--- src/rtl/mem_req_scheduler_if.sv ---
// Bundle of the CPU request/response handshake and the memory-system access bus
// seen by mem_req_scheduler.
interface mem_req_scheduler_if #(
    parameter int DATA_WIDTH = 32,
    parameter int ADDR_WIDTH = 10
);
    logic                  req_valid;
    logic                  req_ready;
    logic                  req_we;
    logic [ADDR_WIDTH-1:0] req_addr;
    logic [DATA_WIDTH-1:0] req_wdata;
    logic                  rsp_valid;
    logic [DATA_WIDTH-1:0] rsp_rdata;
    logic                  MemRead;
    logic                  MemWrite;
    logic [ADDR_WIDTH-1:0] WordAddress;
    logic [DATA_WIDTH-1:0] DataIn;
    logic                  Stall;
    logic [DATA_WIDTH-1:0] DataOut;
    logic [15:0]           stall_cnt;

    modport slave (
        input  req_valid, req_we, req_addr, req_wdata, Stall, DataOut,
        output req_ready, rsp_valid, rsp_rdata, MemRead, MemWrite,
               WordAddress, DataIn, stall_cnt
    );

    modport master (
        output req_valid, req_we, req_addr, req_wdata, Stall, DataOut,
        input  req_ready, rsp_valid, rsp_rdata, MemRead, MemWrite,
               WordAddress, DataIn, stall_cnt
    );
endinterface

--- src/rtl/mem_req_scheduler.sv ---
// In-order request FIFO in front of the data memory: issues one access at a time,
// holds it while Stall is high, returns load data and counts stalled cycles.
module mem_req_scheduler #(
    parameter int DATA_WIDTH = 32,
    parameter int ADDR_WIDTH = 10,
    parameter int DEPTH      = 4
) (
    input  logic               CLK,
    input  logic               rst,
    mem_req_scheduler_if.slave bus
);
    localparam int PTR_W = $clog2(DEPTH);
    localparam int CNT_W = PTR_W + 1;

    localparam logic [0:0] S_IDLE  = 1'b0;
    localparam logic [0:0] S_ISSUE = 1'b1;

    logic [0:0]            state_q, state_d;
    logic [PTR_W-1:0]      wr_ptr_q, rd_ptr_q;
    logic [CNT_W-1:0]      count_q, count_d;
    logic                  fifo_we_q    [DEPTH];
    logic [ADDR_WIDTH-1:0] fifo_addr_q  [DEPTH];
    logic [DATA_WIDTH-1:0] fifo_wdata_q [DEPTH];
    logic                  rsp_valid_q;
    logic [DATA_WIDTH-1:0] rsp_rdata_q;
    logic [15:0]           stall_cnt_q;

    logic                  full_s, push_s, pop_s;
    logic                  head_we_s;
    logic [ADDR_WIDTH-1:0] head_addr_s;
    logic [DATA_WIDTH-1:0] head_wdata_s;
    logic                  mem_read_s, mem_write_s;
    logic [ADDR_WIDTH-1:0] word_addr_s;
    logic [DATA_WIDTH-1:0] data_in_s;

    assign full_s       = (count_q == CNT_W'(DEPTH));
    assign push_s       = bus.req_valid && !full_s;
    assign pop_s        = (state_q == S_ISSUE) && !bus.Stall;
    assign head_we_s    = fifo_we_q[rd_ptr_q];
    assign head_addr_s  = fifo_addr_q[rd_ptr_q];
    assign head_wdata_s = fifo_wdata_q[rd_ptr_q];

    // Occupancy after this edge's push and pop.
    always_comb begin
        count_d = count_q;
        case ({push_s, pop_s})
            2'b10:   count_d = count_q + CNT_W'(1);
            2'b01:   count_d = count_q - CNT_W'(1);
            default: count_d = count_q;
        endcase
    end

    // Stay in ISSUE while work remains so back-to-back requests see no bubble.
    always_comb begin
        state_d = state_q;
        case (state_q)
            S_IDLE: begin
                if (count_q != CNT_W'(0)) state_d = S_ISSUE;
                else                      state_d = S_IDLE;
            end
            S_ISSUE: begin
                if (pop_s && (count_d == CNT_W'(0))) state_d = S_IDLE;
                else                                 state_d = S_ISSUE;
            end
            default: state_d = S_IDLE;
        endcase
    end

    // Memory-side strobes follow the FIFO head while an access is in flight.
    always_comb begin
        mem_read_s  = 1'b0;
        mem_write_s = 1'b0;
        word_addr_s = '0;
        data_in_s   = '0;
        if (state_q == S_ISSUE) begin
            mem_read_s  = !head_we_s;
            mem_write_s = head_we_s;
            word_addr_s = head_addr_s;
            data_in_s   = head_wdata_s;
        end else begin
            mem_read_s  = 1'b0;
            mem_write_s = 1'b0;
        end
    end

    // FIFO payload storage; contents are only observed through valid entries.
    always_ff @(posedge CLK) begin
        if (push_s) begin
            fifo_we_q[wr_ptr_q]    <= bus.req_we;
            fifo_addr_q[wr_ptr_q]  <= bus.req_addr;
            fifo_wdata_q[wr_ptr_q] <= bus.req_wdata;
        end
    end

    // Control state, pointers, response register and stall counter.
    always_ff @(posedge CLK or posedge rst) begin
        if (rst) begin
            state_q     <= S_IDLE;
            wr_ptr_q    <= '0;
            rd_ptr_q    <= '0;
            count_q     <= '0;
            rsp_valid_q <= 1'b0;
            rsp_rdata_q <= '0;
            stall_cnt_q <= 16'h0000;
        end else begin
            state_q <= state_d;
            count_q <= count_d;
            if (push_s) wr_ptr_q <= wr_ptr_q + PTR_W'(1);
            if (pop_s)  rd_ptr_q <= rd_ptr_q + PTR_W'(1);
            if (pop_s && !head_we_s) begin
                rsp_valid_q <= 1'b1;
                rsp_rdata_q <= bus.DataOut;
            end else begin
                rsp_valid_q <= 1'b0;
            end
            if ((state_q == S_ISSUE) && bus.Stall && (stall_cnt_q != 16'hFFFF))
                stall_cnt_q <= stall_cnt_q + 16'd1;
        end
    end

    assign bus.req_ready   = !full_s;
    assign bus.rsp_valid   = rsp_valid_q;
    assign bus.rsp_rdata   = rsp_rdata_q;
    assign bus.MemRead     = mem_read_s;
    assign bus.MemWrite    = mem_write_s;
    assign bus.WordAddress = word_addr_s;
    assign bus.DataIn      = data_in_s;
    assign bus.stall_cnt   = stall_cnt_q;
endmodule

--- src/flat_wrapper.sv ---
// flat-port wrapper written by rule: the top's interface ports become plain ports
module mem_req_scheduler_flat 
#(
    parameter int DATA_WIDTH = 32,
    parameter int ADDR_WIDTH = 10,
    parameter int DEPTH      = 4
)
  (CLK, rst, bus_req_valid, bus_req_we, bus_req_addr, bus_req_wdata, bus_Stall, bus_DataOut, bus_req_ready, bus_rsp_valid, bus_rsp_rdata, bus_MemRead, bus_MemWrite, bus_WordAddress, bus_DataIn, bus_stall_cnt);
  mem_req_scheduler_if #(.DATA_WIDTH(DATA_WIDTH), .ADDR_WIDTH(ADDR_WIDTH)) bus_i ();
  input  logic CLK;
  input  logic rst;
  input wire logic [$bits(bus_i.req_valid)-1:0] bus_req_valid;
  input wire logic [$bits(bus_i.req_we)-1:0] bus_req_we;
  input wire logic [$bits(bus_i.req_addr)-1:0] bus_req_addr;
  input wire logic [$bits(bus_i.req_wdata)-1:0] bus_req_wdata;
  input wire logic [$bits(bus_i.Stall)-1:0] bus_Stall;
  input wire logic [$bits(bus_i.DataOut)-1:0] bus_DataOut;
  output wire logic [$bits(bus_i.req_ready)-1:0] bus_req_ready;
  output wire logic [$bits(bus_i.rsp_valid)-1:0] bus_rsp_valid;
  output wire logic [$bits(bus_i.rsp_rdata)-1:0] bus_rsp_rdata;
  output wire logic [$bits(bus_i.MemRead)-1:0] bus_MemRead;
  output wire logic [$bits(bus_i.MemWrite)-1:0] bus_MemWrite;
  output wire logic [$bits(bus_i.WordAddress)-1:0] bus_WordAddress;
  output wire logic [$bits(bus_i.DataIn)-1:0] bus_DataIn;
  output wire logic [$bits(bus_i.stall_cnt)-1:0] bus_stall_cnt;
  assign bus_i.req_valid = bus_req_valid;
  assign bus_i.req_we = bus_req_we;
  assign bus_i.req_addr = bus_req_addr;
  assign bus_i.req_wdata = bus_req_wdata;
  assign bus_i.Stall = bus_Stall;
  assign bus_i.DataOut = bus_DataOut;
  assign bus_req_ready = bus_i.req_ready;
  assign bus_rsp_valid = bus_i.rsp_valid;
  assign bus_rsp_rdata = bus_i.rsp_rdata;
  assign bus_MemRead = bus_i.MemRead;
  assign bus_MemWrite = bus_i.MemWrite;
  assign bus_WordAddress = bus_i.WordAddress;
  assign bus_DataIn = bus_i.DataIn;
  assign bus_stall_cnt = bus_i.stall_cnt;
  mem_req_scheduler #(.DATA_WIDTH(DATA_WIDTH), .ADDR_WIDTH(ADDR_WIDTH), .DEPTH(DEPTH)) u_core (.CLK(CLK), .rst(rst), .bus(bus_i));
endmodule
--- config.mk ---
export PLATFORM = sky130hd
export DESIGN_NAME = mem_req_scheduler_flat
export DESIGN_NICKNAME = d
export VERILOG_FILES = /design/src/rtl/mem_req_scheduler_if.sv /design/src/rtl/mem_req_scheduler.sv /design/src/flat_wrapper.sv
export SDC_FILE = /design/constraint.sdc
export NUM_CORES = 1
export LEC_CHECK = 0
export CORE_MARGIN = 2
export CORE_UTILIZATION = 45
export CTS_CLUSTER_SIZE = 8
export DETAILED_ROUTE_END_ITERATION = 10
export HOLD_SLACK_MARGIN = 0.02
export PLACE_DENSITY_LB_ADDON = 0.15
export SLEW_MARGIN = 20
export SYNTH_ARGS = -nofsm -noshare
export SYNTH_HDL_FRONTEND = slang
export SYNTH_SLANG_ARGS = --single-unit
--- constraint.sdc ---
create_clock -name CLK -period 3.3 [get_ports CLK]
set_clock_uncertainty 0.2 [all_clocks]
set_input_delay 0.495 -clock CLK [delete_from_list [all_inputs] [get_ports CLK]]
set_output_delay 0.495 -clock CLK [all_outputs]
set_load 0.005 [all_outputs]
==> impl_metrics.csv <==
group,metric,value,unit
pwr,p_sw,3.07,mW
setup_path,rrSetupSlack,0.57,ns
clocking,clockBufferDepth,3,
clocking,clk_pin_slew,0.05,ns
routing,wl_per_cell,19.7,um
sta,finalCritPeriodShare,0.966,
pwr,p_clk_frac,0.263,
layout,nNetsFinal,751,
yosys,synth_most_common_cell,"edfxtp_1",
sta,max_slew_margin,0.627,
clocking,clock_latency,0.49,ns
yosys,synth_edf_count,172,
setup_path,cp.depth,4,
routing,drt_first_pass_iters,4,
setup_path,cp_slowest_cell,"dfrtp_2",
setup_path,critPathTopFamily,"buffers and inverters",
yosys,ys_seq_area_frac,0.725,
global_route,antenna_found_initial,0,
yosys,yosysTopAreaCellShare,0.568,
yosys,syn_area,9090,um2
setup_path,rr_startpoint,"u_core.count_q[0]$_DFF_PP0_",
clocking,cts_sinks,229,
hold_path,hold_path.class,"input port to asynchronous set/reset pin",
setup_path,crit_fanout,19,
sta,finalSetupTns,0,ns
place,place_hpwl,11.8,mm
layout,drive_gt1_frac,0.215,
pwr,pwr-share-comb,0.368,
place,dpl-instance-area,11300,um2
routing,viasPerCell,5.14,
setup_path,startpoint,"u_core.rd_ptr_q[1]$_DFFE_PP0P_",
global_route,grt_pass1_wl,29.5,mm
setup_path,cp-end-kind,"output pin",
yosys,ys_top_cells_by_count,"edfxtp_1 (172), dfrtp_1 (57), and2_1 (44), mux4_2 (43), mux2_4 (29)",
clocking,cts_setup_buffers,0,
routing,drt_first_iter_violations,178,
job,cap_viol_max_count,0,
routing,vias,4828,
sta,finalHoldViolCount,0,
sta,period_minus_slack,3.19,ns
yosys,yosysTopAreaCell,"edfxtp_1",
yosys,yosysWarnings,0,
clocking,cts_resized,0,
status,outcome,"finished, final reports clean",
layout,diodes,0,
clocking,htreeDepth,2,
routing,ant_nets,0,
layout,area_growth,34.3,%
pwr,vdd_drop_max,0.000624,V
yosys,avgSynthCellArea,19.9,um2
setup_path,crit_chain,"buf_4 -> mux4_2 -> and2_1 -> clkdlybuf4s50_1",
global_route,grt_max_degree,30,
sta,slew_viol_final,0,
yosys,synth_area_leaders,"edfxtp_1 (57%), dfrtp_1 (16%), mux4_2 (11%), mux2_4 (4.8%), and2_1 (3.0%)",
pwr,power_density,943,nW/um2
clocking,tritoncts,"done",
sta,setup_viol,0,
sta,tightestPinTransition,0.560,ns
place,globalplace.congestion,0.773,
floorplanning,start_util,0.463,
yosys,syn_inst,456,
floorplanning,die_w,146,um
yosys,synthesis.nets,542,
yosys,ys_async_sr_fraction,0.249,
pwr,swShare,0.267,
clocking,cts-root-buf,"clkbuf_16",
pwr,pwr-share-seq,0.368,
setup_path,critical_path_required,2.60,ns
clocking,cts_buffers,34,
yosys,synthFlopType,"edfxtp_1",
setup_path,critPathArrivalTime,2.49,ns
global_route,grt_overflow,0,
clocking,ctsHoldBuffers,0,
yosys,ys_seq_elements,229,
floorplanning,fp.dieArea,21400,um2
pwr,power.internal,8.44,mW
setup_path,reg2reg_to,"u_core.state_q$_DFF_PP0_",
setup_path,crit_type,"flop to output pin",
floorplanning,num_rows,51,
floorplanning,ios,173,
pwr,total_power,11.5,mW
setup_path,cp_num_buf_inv,2,
sta,rsz0062_at_grt,"no",
floorplanning,die_y,146,um
routing,wl,18.5,mm
pwr,static-leakage-power,4.45,nW
setup_path,critical_path.endpoint,"bus_DataIn[11]",
layout,design_area,12200,um2
routing,post-route-drc-count,0,
floorplanning,core_region_area,19700,um2
place,io_buffers,172,
setup_path,r2r_cells,11,
global_route,grt.total_usage,0.177,
global_route,grt_pass1_vias,5335,
sta,max_freq,314,MHz
setup_path,max_stage_delay,0.72,ns
yosys,synth_cell_type_count,36,
setup_path,critPathLaunchType,"flop",
## power by group through the flow
| stage | sequential, mW | clock, mW | combinational, mW |
|---|---|---|---|
| floorplan | 4.19 | 0 | 2.22 |
| global placement | 4.29 | 0 | 4.23 |
| detailed placement | 4.34 | 0 | 4.24 |
| CTS | 4.29 | 3.11 | 4.28 |
| global route | 4.32 | 3.25 | 4.57 |
| finish | 4.24 | 3.03 | 4.24 |
## layout make-up
class / instances / area [um2]
clock inverter: 3 / 37.5
clock buffer: 42 / 902
inverter: 10 / 37.5
timing repair buffer: 191 / 1960
sequential: 229 / 6600
tap: 265 / 332
fill: 1480 / 7440
multi-input combinational: 199 / 2340
## per-layer routing
metal	vias to the layer above	global-route usage	routed length, um
li1	2183	-	-
met1	2441	0.221	7670
met2	177	0.299	9070
met3	27	0.0553	1400
met4	0	0.0534	327
met5	-	0	0
## metrics by stage
step                      hold WS (ns)   util  std cells  worst slack, ns
after CTS                        0.149  0.620        937          0.00109
after global placement           0.291  0.573        892            0.409
after floorplan                  0.280      -        456            0.778
final                            0.147  0.621        939            0.112
after detailed placement         0.293  0.573        892            0.312
after global routing             0.181  0.621        939           0.0133
## state kept, by name, indices dropped and copies added (netlist names)
register and flops:
u_core.fifo_we_q 4, u_core.fifo_addr_q 40, u_core.count_q 3, u_core.bus.rsp_valid 1, u_core.bus.stall_cnt 16, u_core.fifo_wdata_q 128, u_core.rd_ptr_q 2, u_core.wr_ptr_q 2
u_core.bus.rsp_rdata 32, u_core.state_q 1
## layout by cell type (no fill, tap or decap), drive strengths merged
cell / Yosys / routed
o311ai: 1 / 1
nand2: 8 / 8
or4: 1 / 1
or3: 1 / 1
mux2: 35 / 35
ha: 6 / 6
o41a: 1 / 1
nand4: 5 / 5
xor2: 11 / 11
xnor2: 8 / 8
buf: 9 / 19
nor4: 5 / 5
nor3: 4 / 4
o21ai: 1 / 1
and2: 44 / 44
and3: 5 / 5
clkinv: 0 / 3
nor4b: 1 / 1
fa: 1 / 1
nor2: 6 / 6
nor2b: 1 / 1
mux2i: 1 / 1
a31oi: 2 / 2
dfrtp: 57 / 57
edfxtp: 172 / 172
nand2b: 1 / 1
nand3: 5 / 5
mux4: 43 / 43
nor3b: 2 / 2
clkbuf: 9 / 42
inv: 10 / 10
clkdlybuf4s50: 0 / 172
## cells by family after synthesis
kind of cell / synth area share
flip-flops: 0.725
buffers and inverters: 0.0184
adder cells (fa/ha/maj): 0.0105
multiplexers: 0.163
XOR/XNOR: 0.0183
AND/OR/NAND/NOR: 0.0610
AO/OA/AOI/OAI: 0.00413
## how the worst min path moves through the flow
stage | cells after the start | to | startpoint | slack, ns
after detailed placement | 1 | u_core.bus.rsp_rdata[27]$_DFFE_PP0P_ | u_core.bus.rsp_rdata[27]$_DFFE_PP0P_ | 0.29
after global placement | 1 | u_core.bus.rsp_rdata[3]$_DFFE_PP0P_ | u_core.bus.rsp_rdata[3]$_DFFE_PP0P_ | 0.29
after CTS | 2 | u_core.bus.rsp_rdata[27]$_DFFE_PP0P_ | rst | 0.15
after floorplan | 1 | u_core.count_q[2]$_DFF_PP0_ | u_core.count_q[2]$_DFF_PP0_ | 0.28
after global routing | 2 | u_core.bus.rsp_rdata[30]$_DFFE_PP0P_ | rst | 0.18
final | 2 | u_core.bus.rsp_rdata[30]$_DFFE_PP0P_ | rst | 0.15
Note: power is estimated with default switching activity, not from simulation.
